===== src/rtl/ftd_psnm_gate.sv =====
`default_nettype none
// ============================================================================
//  Module      : ftd_psnm_gate
//  Description : Final-trigger output stage for the FTD bit vector. Masks and
//                prescales each bit, raises a held request/ack trigger to the
//                distributor, enforces a programmable dead time and keeps
//                saturating accepted/lost scalers.
//  Revision    : 1.0 - initial release
// ============================================================================
module ftd_psnm_gate #(
    parameter int N_BIT  = 16,
    parameter int PS_W   = 10,
    parameter int DEAD_W = 8,
    parameter int SCL_W  = 32
) (
    input  logic                    CLK,
    input  logic                    RST_N,
    input  logic [N_BIT-1:0]        FTD_IN,
    input  logic                    FTD_VLD,
    input  logic [N_BIT-1:0]        MASK,
    input  logic [N_BIT*PS_W-1:0]   PSCALE,
    input  logic [DEAD_W-1:0]       DEADTIME,
    input  logic                    BUSY,
    input  logic                    CLR,
    input  logic                    TRG_ACK,
    output logic                    TRG_REQ,
    output logic [N_BIT-1:0]        PSNM,
    output logic                    LIVE,
    output logic [SCL_W-1:0]        N_ACC,
    output logic [SCL_W-1:0]        N_LOST
);

    localparam logic [1:0] S_IDLE = 2'd0;
    localparam logic [1:0] S_REQ  = 2'd1;
    localparam logic [1:0] S_DEAD = 2'd2;

    logic [1:0]        r_state;
    logic [DEAD_W-1:0] r_dcnt;
    logic [N_BIT-1:0]  r_ftdr;
    logic              r_trg_req;
    logic [N_BIT-1:0]  r_psnm;
    logic [SCL_W-1:0]  r_n_acc;
    logic [SCL_W-1:0]  r_n_lost;

    logic              w_live;
    logic [N_BIT-1:0]  w_pass;
    logic              w_accept;
    logic              w_lost;

    // Live only when idle and downstream is free; BUSY passes straight through.
    assign w_live   = (r_state == S_IDLE) && !BUSY;
    assign w_accept = w_live && (|w_pass);
    assign w_lost   = (|r_ftdr) && !w_live;

    assign LIVE     = w_live;
    assign TRG_REQ  = r_trg_req;
    assign PSNM     = r_psnm;
    assign N_ACC    = r_n_acc;
    assign N_LOST   = r_n_lost;

    // Stage 1: register the qualified, masked input bits.
    always_ff @(posedge CLK or negedge RST_N) begin
        if (!RST_N) begin
            r_ftdr <= '0;
        end else begin
            r_ftdr <= FTD_IN & MASK & {N_BIT{FTD_VLD}};
        end
    end

    // Stage 2: one prescale counter per bit, advancing only on live hits.
    generate
        for (genvar gi = 0; gi < N_BIT; gi++) begin : g_bit
            logic [PS_W-1:0] w_ps;
            logic            w_hit;
            logic            w_wrap;
            logic [PS_W-1:0] r_cnt;

            assign w_ps   = PSCALE[gi*PS_W +: PS_W];
            assign w_hit  = w_live && r_ftdr[gi] && (w_ps != '0);
            // count+1 >= k, widened so a lowered k below the count still wraps
            assign w_wrap = ({1'b0, r_cnt} + (PS_W+1)'(1)) >= {1'b0, w_ps};
            assign w_pass[gi] = w_hit && w_wrap;

            // Prescale counter: clear on CLR, wrap on pass, else count the hit.
            always_ff @(posedge CLK or negedge RST_N) begin
                if (!RST_N) begin
                    r_cnt <= '0;
                end else if (CLR) begin
                    r_cnt <= '0;
                end else if (w_hit) begin
                    r_cnt <= w_wrap ? '0 : r_cnt + PS_W'(1);
                end
            end
        end
    endgenerate

    // Trigger handshake FSM: request, wait for ack, then optional dead time.
    always_ff @(posedge CLK or negedge RST_N) begin
        if (!RST_N) begin
            r_state   <= S_IDLE;
            r_dcnt    <= '0;
            r_trg_req <= 1'b0;
            r_psnm    <= '0;
        end else begin
            case (r_state)
                S_IDLE: begin
                    if (w_accept) begin
                        r_state   <= S_REQ;
                        r_trg_req <= 1'b1;
                        r_psnm    <= w_pass;
                    end
                end
                S_REQ: begin
                    if (TRG_ACK) begin
                        r_trg_req <= 1'b0;
                        if (DEADTIME == '0) begin
                            r_state <= S_IDLE;
                        end else begin
                            r_state <= S_DEAD;
                            r_dcnt  <= DEADTIME;
                        end
                    end
                end
                S_DEAD: begin
                    r_dcnt <= r_dcnt - DEAD_W'(1);
                    if (r_dcnt == DEAD_W'(1)) begin
                        r_state <= S_IDLE;
                    end
                end
                default: begin
                    r_state <= S_IDLE;
                end
            endcase
        end
    end

    // Saturating scalers; CLR overrides any same-cycle increment.
    always_ff @(posedge CLK or negedge RST_N) begin
        if (!RST_N) begin
            r_n_acc  <= '0;
            r_n_lost <= '0;
        end else if (CLR) begin
            r_n_acc  <= '0;
            r_n_lost <= '0;
        end else begin
            if (w_accept && !(&r_n_acc)) begin
                r_n_acc <= r_n_acc + SCL_W'(1);
            end
            if (w_lost && !(&r_n_lost)) begin
                r_n_lost <= r_n_lost + SCL_W'(1);
            end
        end
    end

endmodule
`default_nettype wire


===== config.mk =====
export PLATFORM = sky130hd
export DESIGN_NAME = ftd_psnm_gate
export DESIGN_NICKNAME = d
export VERILOG_FILES = /design/src/rtl/ftd_psnm_gate.sv
export SDC_FILE = /design/constraint.sdc
export NUM_CORES = 1
export LEC_CHECK = 0
export ABC_AREA = 1
export CORE_MARGIN = 3
export CORE_UTILIZATION = 55
export DETAILED_ROUTE_END_ITERATION = 16
export PLACE_DENSITY = 0.78
export SLEW_MARGIN = 20
export SYNTH_ARGS = -nofsm -noshare
export SYNTH_HDL_FRONTEND = slang
export SYNTH_SLANG_ARGS = --single-unit
export TNS_END_PERCENT = 100

===== constraint.sdc =====
create_clock -name CLK -period 8.7 [get_ports CLK]
set_input_delay 1.305 -clock CLK [delete_from_list [all_inputs] [get_ports CLK]]
set_output_delay 1.305 -clock CLK [all_outputs]
set_load 0.03 [all_outputs]

==> impl_metrics.toml, run 1 <==
[status]
outcome = "finished clean"

[routing]
routed_wl_um = 51600
first_pass_iters = 5
drc = 0
ant_nets = 0
wl_met3_um = 2980
maxUsedRoutingLayer = "met4"
dr.first_iter.drc_count = 1207
vias_per_cell = 5.34
wl_met2_um = 24800
vias = 18500
wl_met1_um = 22100
wl_per_cell_um = 14.9

[clock_network]
insertion_delay_ps = 560
cts_resized = 0
cts_buffer_depth = 3
cts_tree = "done"
cts_root_buf = "clkbuf_16"
htree_levels = 1
path_clk_slew_ps = 60
cts.sinks = 267
cts_setup_buffers = 0
cts.hold.buffers_added = 0
cts_made_buffers = 30

[floorplanning]
initial_core_util = 0.561
die_h_um = 194
die_w_um = 194
rows = 68
core-area_sq_um = 34800
die-area_sq_um = 37800
io_pins = 288

[global_route]
antenna_found_initial = 1
grt_first_pass_wirelength_um = 86800
track_usage = 0.269
grt_max_degree = 175
grt_pass1_vias = 18500
overflow = 0

[yosys]
ys_ff_latch = 267
netlist.top_cell.by_area = "dfrtp_1"
synth_most_common_cell = "nand2_1"
synth-xor-area-share = 0.0691
synth-compound-area-share = 0.0908
synth_fp_nets = 3081
synth-warning-count = 0
synth_fa_ha_area_frac = 0.115
synth_area_sq_um = 19500
ys_types = 54
synth_edf_count = 0
synth_top_family_by_area = "simple AND/OR/NAND/NOR gates"
yosysTopAreaCellShare = 0.342
yosys-top-cells-area = "dfrtp_1 34%, ha_1 12%, nand2_1 11%"
ys.flop_type = "dfrtp_1"
synth.area.mux_share = 0.00256
seq_area_frac_synth = 0.342
synthArstFlopShare = 1.00
synthCells = 2695
synthSimpleGateAreaFrac = 0.266
synth_common_cells = "592 x nand2_1, 546 x inv_1, 282 x nor2_1, 267 x dfrtp_1, 180 x ha_1"
synth.avg_cell_area_sq_um = 7.24

[min_path]
worstHoldPathCells = 2
holdCritStartpoint = "PSNM[0]"
hold_path_class = "flop to flop"
hold_path_end = "PSNM[0]"

[timing]
report.final.slew_viol_count = 0
worstMarginPinSlew_ps = 1010
hold_viol = 0
slew_headroom = 0.329
setup_slack_ps = 4480
rsz0062_at_grt = "no"
setup-violations-final = 0
fin_crit_sh = 0.485
fin_skew_ps = 22.7
period_needed_ps = 4220
max_freq_mhz = 237
fin_setup_tns_ps = 0

[worst_setup_path]
worst_setup_path_end_kind = "output pin"
reg2reg_from = "g_bit[7].r_cnt[4]"
reg2reg_slack_ps = 4770
critPathRequiredTime_ps = 7390
crit_chain = "clkdlybuf4s50_1 > inv_1 > nand2_2 > inv_2 > clkdlybuf4s50_1"
rr_endpoint = "N_ACC[24]"
worstPathArrival_ps = 2920
crit_type = "input pin to output pin"
cpPeakStageDelay_ps = 750
crit_fanout = 15
cp_common_cell = "clkdlybuf4s50_1"
slowest_stage = "clkdlybuf4s50_1"
reg2regPathDepth = 21
critPathLaunchType = "input pin"

[final_layout]
fill_cells = 2803
multiInputGateArea_sq_um = 10600
seq_area_sq_um = 6680
final_nets = 3375
drive_above_1_share = 0.0299
design_area_sq_um = 23900
syn_to_final_growth_pct = 22.5

[placed_design]
hpwl_um = 40100
gp_congestion = 0.948
post-place-ws_ps = 4450
io_buffers = 287
placed_area_sq_um = 22900

[power_and_ir_drop]
ir_worst_vdd_v = 0.000162
p_leak_nw = 12.4
p_per_area_nw_per_um2 = 128

[job]
cap_violations = 0
## sequential cells by signal, summed over array words and instances (netlist names)
signal,cells
N_ACC,32
N_LOST,32
g_bit.r_cnt,160
PSNM,16
r_state,2
TRG_REQ,1
r_ftdr,16
r_dcnt,8
## through the flow
step | instances | hold WS, ps | util | total power, mW
3_3_place_gp | 3412 | 454 | 0.657 | 1.72
4_1_cts | 3466 | 478 | 0.687 | 3.08
5_1_grt | 3467 | 508 | 0.687 | 3.18
6_report | 3467 | 473 | 0.687 | 3.05
2_1_floorplan | 2695 | 453 | - | 1.52
3_5_place_dp | 3412 | 464 | 0.657 | 1.73
## worst max-delay path, delay by kind of cell
family / cells / cell delay, ps
buffers and inverters: 4 / 1520
AND/OR/NAND/NOR: 1 / 80
## kinds of logic after synthesis
logic type      Yosys count
fa+ha+maj               180
flops                   267
simple gates           1201
xor+xnor                154
buf+inv                 582
mux                       5
compound gates          306
## area by class of cell
type | instances | share of cell area
diodes | 1 | 0.000105
clock buffers | 44 | 0.0378
clock inverters | 10 | 0.00638
inverters | 554 | 0.0870
multi-input cells | 1846 | 0.444
flip-flops and latches | 267 | 0.279
well taps | 455 | 0.0238
repair buffers | 290 | 0.122
## layer usage
metal	track usage	vias to the layer above
met5	0	-
met4	0.0891	0
met3	0.0355	107
met2	0.474	545
met1	0.343	8648
li1	-	9223
## worst max path at each step
stage	start	to	slack [ps]	depth (start not counted)
global route	BUSY	LIVE	4410	5
global placement	BUSY	LIVE	4490	5
finish	BUSY	LIVE	4480	5
detailed placement	PSCALE[92]	N_ACC[27]	4450	19
CTS	BUSY	LIVE	4460	5
floorplan	PSCALE[26]	N_ACC[14]	5660	18
## power by group
group	total (mW)	internal (mW)	switching, mW
combinational	0.415	0.169	0.245
clock	1.34	0.832	0.508
sequential	1.30	1.27	0.0290
## layout by cell type, fill, tap and decap left out, drive strengths merged, types with 6 or more instances in the layout
cell and instances:
nand3b 11, nor2 290, clkbuf 44, inv 553, nor3 56, nand2 599, nand4 67, a31oi 6
and3 8, a21oi 66, o21ai 103, clkinv 6, nand3 137, a21o 14, clkdlybuf4s50 285, o22ai 98
ha 180, dfrtp 267, xor2 149, nor4 26
Power figures use the tool's default switching activity.
==> run 2: changes to the inputs <==
clock period = 4.35 ns   (was 8.7 ns; I/O delays follow)
==> run 2 against run 1 <==
Compared with the run above: count of clock-buffer cells in the layout up 6; total power up 110%; routed wire length up 2.5%; worst setup slack worse by 3900 ps; critical path depth up 16; largest power group unchanged; die area unchanged; critical endpoint is now N_ACC[6]; global-route usage up 0.36 points; final cell count up 0.20%; sequential power up 100%; register-to-register slack worse by 4200 ps; via count about the same; non-clock buffer count up 1.
==> impl_metrics.toml, run 2 (synthesis gave the netlist of run 1 again) <==
[status]
outcome = "finished clean"

[timing]
worst_hold_slack_ps = 154
report.final.slew_viol_count = 0
setup-violations-final = 0
worstMarginPinSlew_ps = 802
fin_skew_ps = 11.5
slew_headroom = 0.465
fin_setup_tns_ps = 0
period_needed_ps = 3780
fin_crit_sh = 0.868
rsz0062_at_grt = "no"
max_freq_mhz = 265
hold_viol = 0

[worst_setup_path]
slowest_stage = "dfrtp_1"
critPathLaunchType = "flop"
reg2reg_from = "g_bit[7].r_cnt[2]"
crit_fanout = 33
worst_setup_path_end_kind = "flop"
reg2reg_slack_ps = 570
crit_chain = "inv_1 > nor4_1 > nand3_1 > nor2_1 > nand2_1 > nor2_1 > xor2_1 > inv_1 > ha_1 > a21oi_1 > nand2_1 > nor2_1 > nand2_1 > nand2_1 > nand4_1 > nor2_4 > nand2_8 > nand2_4 > nand2_4 > nand2_1 > nand2_1"
cp_common_cell = "nand2_1"
cp-startpoint = "g_bit[7].r_cnt[2]"
cpPeakStageDelay_ps = 410
crit_type = "flop to flop"
critPathRequiredTime_ps = 4740
worstPathArrival_ps = 4170

[routing]
routed_wl_um = 52900
dr.first_iter.drc_count = 1211
vias_per_cell = 5.33
ant_nets = 0
first_pass_iters = 5
drc = 0
vias = 18500
wl_per_cell_um = 15.2

[min_path]
hold_path_class = "input pin to async pin"

[clock_network]
htree_levels = 2
cts.sinks = 267
cts_resized = 0
insertion_delay_ps = 510
cts_setup_buffers = 0
cts_tree = "done"
cts.hold.buffers_added = 0
cts_buffer_depth = 3
cts_made_buffers = 34
path_clk_slew_ps = 60
cts_root_buf = "clkbuf_16"

[global_route]
grt_first_pass_wirelength_um = 87100
overflow = 0
grt_pass1_vias = 18400
grt_max_degree = 103
track_usage = 0.273
antenna_found_initial = 0

[placed_design]
io_buffers = 287
hpwl_um = 40700
gp_congestion = 0.968

[floorplanning]
rows = 68
initial_core_util = 0.561
io_pins = 288
die_w_um = 194
die-area_sq_um = 37800
die_h_um = 194
core-area_sq_um = 34800

[final_layout]
largest_reg_flops = 160
final_common_cell = "nand2_1"
final_nets = 3380
diodes = 0
drive_above_1_share = 0.0331
layout_common_cells = "592 x nand2_1, 546 x inv_1, 285 x clkdlybuf4s50_1, 282 x nor2_1, 267 x dfrtp_1"
syn_to_final_growth_pct = 23.3
regMostFlops = "g_bit.r_cnt"

[power_and_ir_drop]
p_per_area_nw_per_um2 = 263
ir_worst_vdd_v = 0.000238
p_leak_nw = 12.4

[job]
cap_violations = 0
## run 2: worst paths after layout
check,depth (start not counted),endpoint
setup reg to reg,21,N_ACC[6]
setup / recovery,21,N_ACC[6]
hold reg to reg,2,PSNM[15]
max in group asynchronous,2,N_ACC[28]
hold / removal,1,g_bit[15].r_cnt[2]
min in group CLK,2,PSNM[15]
## run 2: report_power, final
group / switching (mW) / total, mW / leakage, nW / internal, mW
Combinational: 0.495 / 0.838 / 8.15 / 0.342
Sequential: 0.0575 / 2.60 / 3.70 / 2.54
Clock: 1.12 / 2.89 / 0.566 / 1.77
## run 2: worst max-delay path: cells and delay by family (launching register included)
kind	cells	cell delay [ps]
and+or+nand+nor	16	2430
DFF	1	410
adders and majority gates	1	290
xor gates and xnor gates	1	210
AOI/OAI and AO/OA	1	160
buffers and inverters	2	140
## run 2: final cells by class
| class | count | area, sq um |
|---|---|---|
| clock buffers | 50 | 1070 |
| clock inverters | 11 | 92.6 |
| fillers | 2865 | 10700 |
| inverters | 554 | 2080 |
| multi-input cells | 1846 | 10600 |
| flip-flops and latches | 267 | 6680 |
| well taps | 455 | 569 |
| repair buffers | 291 | 2940 |
## run 2: per-layer routing
metal	share of wire	GRT usage	routed length (um)
met1	0.42	0.351	22300
met2	0.48	0.471	25500
met3	0.063	0.0433	3310
met4	0.034	0.0918	1770
met5	0	0	0
## run 2: through the flow
stage | cell area [sq um] | std cells | utilization | setup WS [ps] | total power [mW]
floorplan | 19500 | 2695 | - | 1360 | 3.04
global placement | 22900 | 3413 | 0.658 | 816 | 3.45
detailed placement | 22900 | 3413 | 0.658 | 700 | 3.47
CTS | 24100 | 3474 | 0.691 | 609 | 6.36
global route | 24100 | 3474 | 0.691 | 213 | 6.57
finish | 24100 | 3474 | 0.691 | 573 | 6.33
==> run 3: changes to the inputs <==
SKIP_LAST_GASP = 1   (was default)
clock period = 4.64 ns   (was 4.35 ns; I/O delays follow)
==> run 3 against run 2 <==
Compared with the run above: clock power decreased by 9.7%; hold slack improved by 30 ps; critical path type unchanged; count of clock-buffer cells in the layout down 4; maximum frequency shrank 3.0%; sequential share of layout area is 0.065 points higher; combinational power down 6.6%; non-clock buffer count up 3; total power shrank 7.8%; clock skew is 9.2 ps higher; die area is the same; global-route usage is 0.15 points lower.
==> impl_metrics.toml, run 3 (synthesis gave the netlist of run 1 again) <==
[global_route]
met3_usage = 0.0366
grt_use_met1 = 0.351
grt_pass1_vias = 18300
track_usage = 0.271
use_met2 = 0.474
top_usage_layer = "met2"
antenna_found_initial = 0
grt_max_degree = 122
overflow = 0
grt_first_pass_wirelength_um = 87400

[worst_setup_path]
cp_common_cell = "nand2_1"
worst_setup_path_end_kind = "flop"
cpPeakStageDelay_ps = 410
cpLargestDelayFamily = "simple AND/OR/NAND/NOR gates"
crit_fanout = 33
critPathLaunchType = "flop"
worstPathArrival_ps = 4330
slowest_stage = "dfrtp_1"
crit_type = "flop to flop"
critPathRequiredTime_ps = 5070
path_buf_inv = 2
crit_chain = "nand3_1 > nor2_1 > nand2_1 > nor3_1 > nand2_1 > nor2_1 > xor2_1 > inv_1 > ha_1 > a21oi_1 > nand2_1 > nor2_1 > nand2_1 > nand2_1 > nand2_1 > inv_1 > nand3_1 > nor2_4 > nand2_8 > nand2_4 > nand2_4 > nand2_1 > nand2_1"

[routing]
wl_per_cell_um = 15.1
first_pass_iters = 5
vias = 18500
ant_nets = 0
dr.first_iter.drc_count = 1120
vias_per_cell = 5.34
drc = 0
routed_wl_um = 52600

[min_path]
hold_path_class = "input pin to async pin"

[final_layout]
final_nets = 3380
layout_common_cells = "592 x nand2_1, 546 x inv_1, 285 x clkdlybuf4s50_1, 282 x nor2_1, 267 x dfrtp_1"
largest_reg_flops = 160
regMostFlops = "g_bit.r_cnt"
syn_to_final_growth_pct = 23.0
diodes = 0
final_common_cell = "nand2_1"
seq_area_sq_um = 6680
multiInputGateArea_sq_um = 10600
fill_cells = 2866
drive_above_1_share = 0.0328
utilization = 0.690

[floorplanning]
die_h_um = 194
io_pins = 288
die_w_um = 194
rows = 68
core-area_sq_um = 34800
initial_core_util = 0.561
die-area_sq_um = 37800

[timing]
fin_crit_sh = 0.839
worst_hold_slack_ps = 184
worstMarginPinSlew_ps = 975
report.final.slew_viol_count = 0
slew_headroom = 0.350
hold_viol = 0
fin_skew_ps = 20.8
rsz0062_at_grt = "no"
setup-violations-final = 0
max_freq_mhz = 257
period_needed_ps = 3890
fin_setup_tns_ps = 0

[placed_design]
io_buffers = 287
hpwl_um = 40700
gp_congestion = 0.942

[clock_network]
cts_setup_buffers = 0
cts_tree = "done"
path_clk_slew_ps = 60
cts_root_buf = "clkbuf_16"
cts.hold.buffers_added = 0
cts_buffer_depth = 3
cts.sinks = 267
cts_resized = 0
htree_levels = 1
cts_made_buffers = 31
insertion_delay_ps = 560

[power_and_ir_drop]
ir_worst_vdd_v = 0.000295
p_total_mw = 5.83
p_per_area_nw_per_um2 = 243
p_leak_nw = 12.4

[status]
outcome = "finished clean"

[job]
cap_violations = 0
==> run 3: cell type report <==
cell class / count / share of cell area
multi-input combinational: 1846 / 0.443
tap: 455 / 0.0237
inverter: 554 / 0.0867
sequential: 267 / 0.278
clock inverter: 12 / 0.00714
timing repair buffer: 294 / 0.122
clock buffer: 46 / 0.0392
==> run 3: path summary, 6_finish.rpt <==
check	from	to	slack, ps	cells after the start
setup / recovery	g_bit[14].r_cnt[0]	N_ACC[4]	750	23
hold / removal	RST_N	g_bit[15].r_cnt[2]	180	1
setup reg to reg	g_bit[14].r_cnt[0]	N_ACC[4]	750	23
hold reg to reg	PSNM[11]	PSNM[11]	470	2
max in group asynchronous	RST_N	g_bit[12].r_cnt[4]	3360	2
min in group CLK	PSNM[11]	PSNM[11]	470	2
==> run 3: through the flow <==
stage	instance area [sq um]	std cells	setup WS [ps]
global placement	22900	3416	1100
finish	24000	3474	746
floorplan	19500	2695	1650
global route	24000	3474	396
CTS	24000	3474	784
detailed placement	22900	3416	856
==> run 3: power by group <==
group	leakage, nW	internal [mW]	total [mW]	switching [mW]
Sequential	3.70	2.38	2.44	0.0567
Clock	0.543	1.62	2.61	0.994
Combinational	8.16	0.320	0.783	0.463
==> run 3: worst register-to-register path, cell delays in order (launching register included) <==
cell	delay, ps
dfrtp_1	410
nand3_1	130
nor2_1	130
nand2_1	110
nor3_1	330
nand2_1	90
nor2_1	140
xor2_1	220
inv_1	70
ha_1	300
a21oi_1	160
nand2_1	60
nor2_1	110
nand2_1	70
nand2_1	70
nand2_1	70
inv_1	80
nand3_1	120
nor2_4	170
nand2_8	110
nand2_4	320
nand2_4	260
nand2_1	160
nand2_1	60
==> run 3: layer usage <==
layer  vias to the layer above  share of wire
li1                       9236              -
met1                      8624           0.43
met2                       561           0.49
met3                       113          0.059
met4                         0          0.030
met5                         -              0
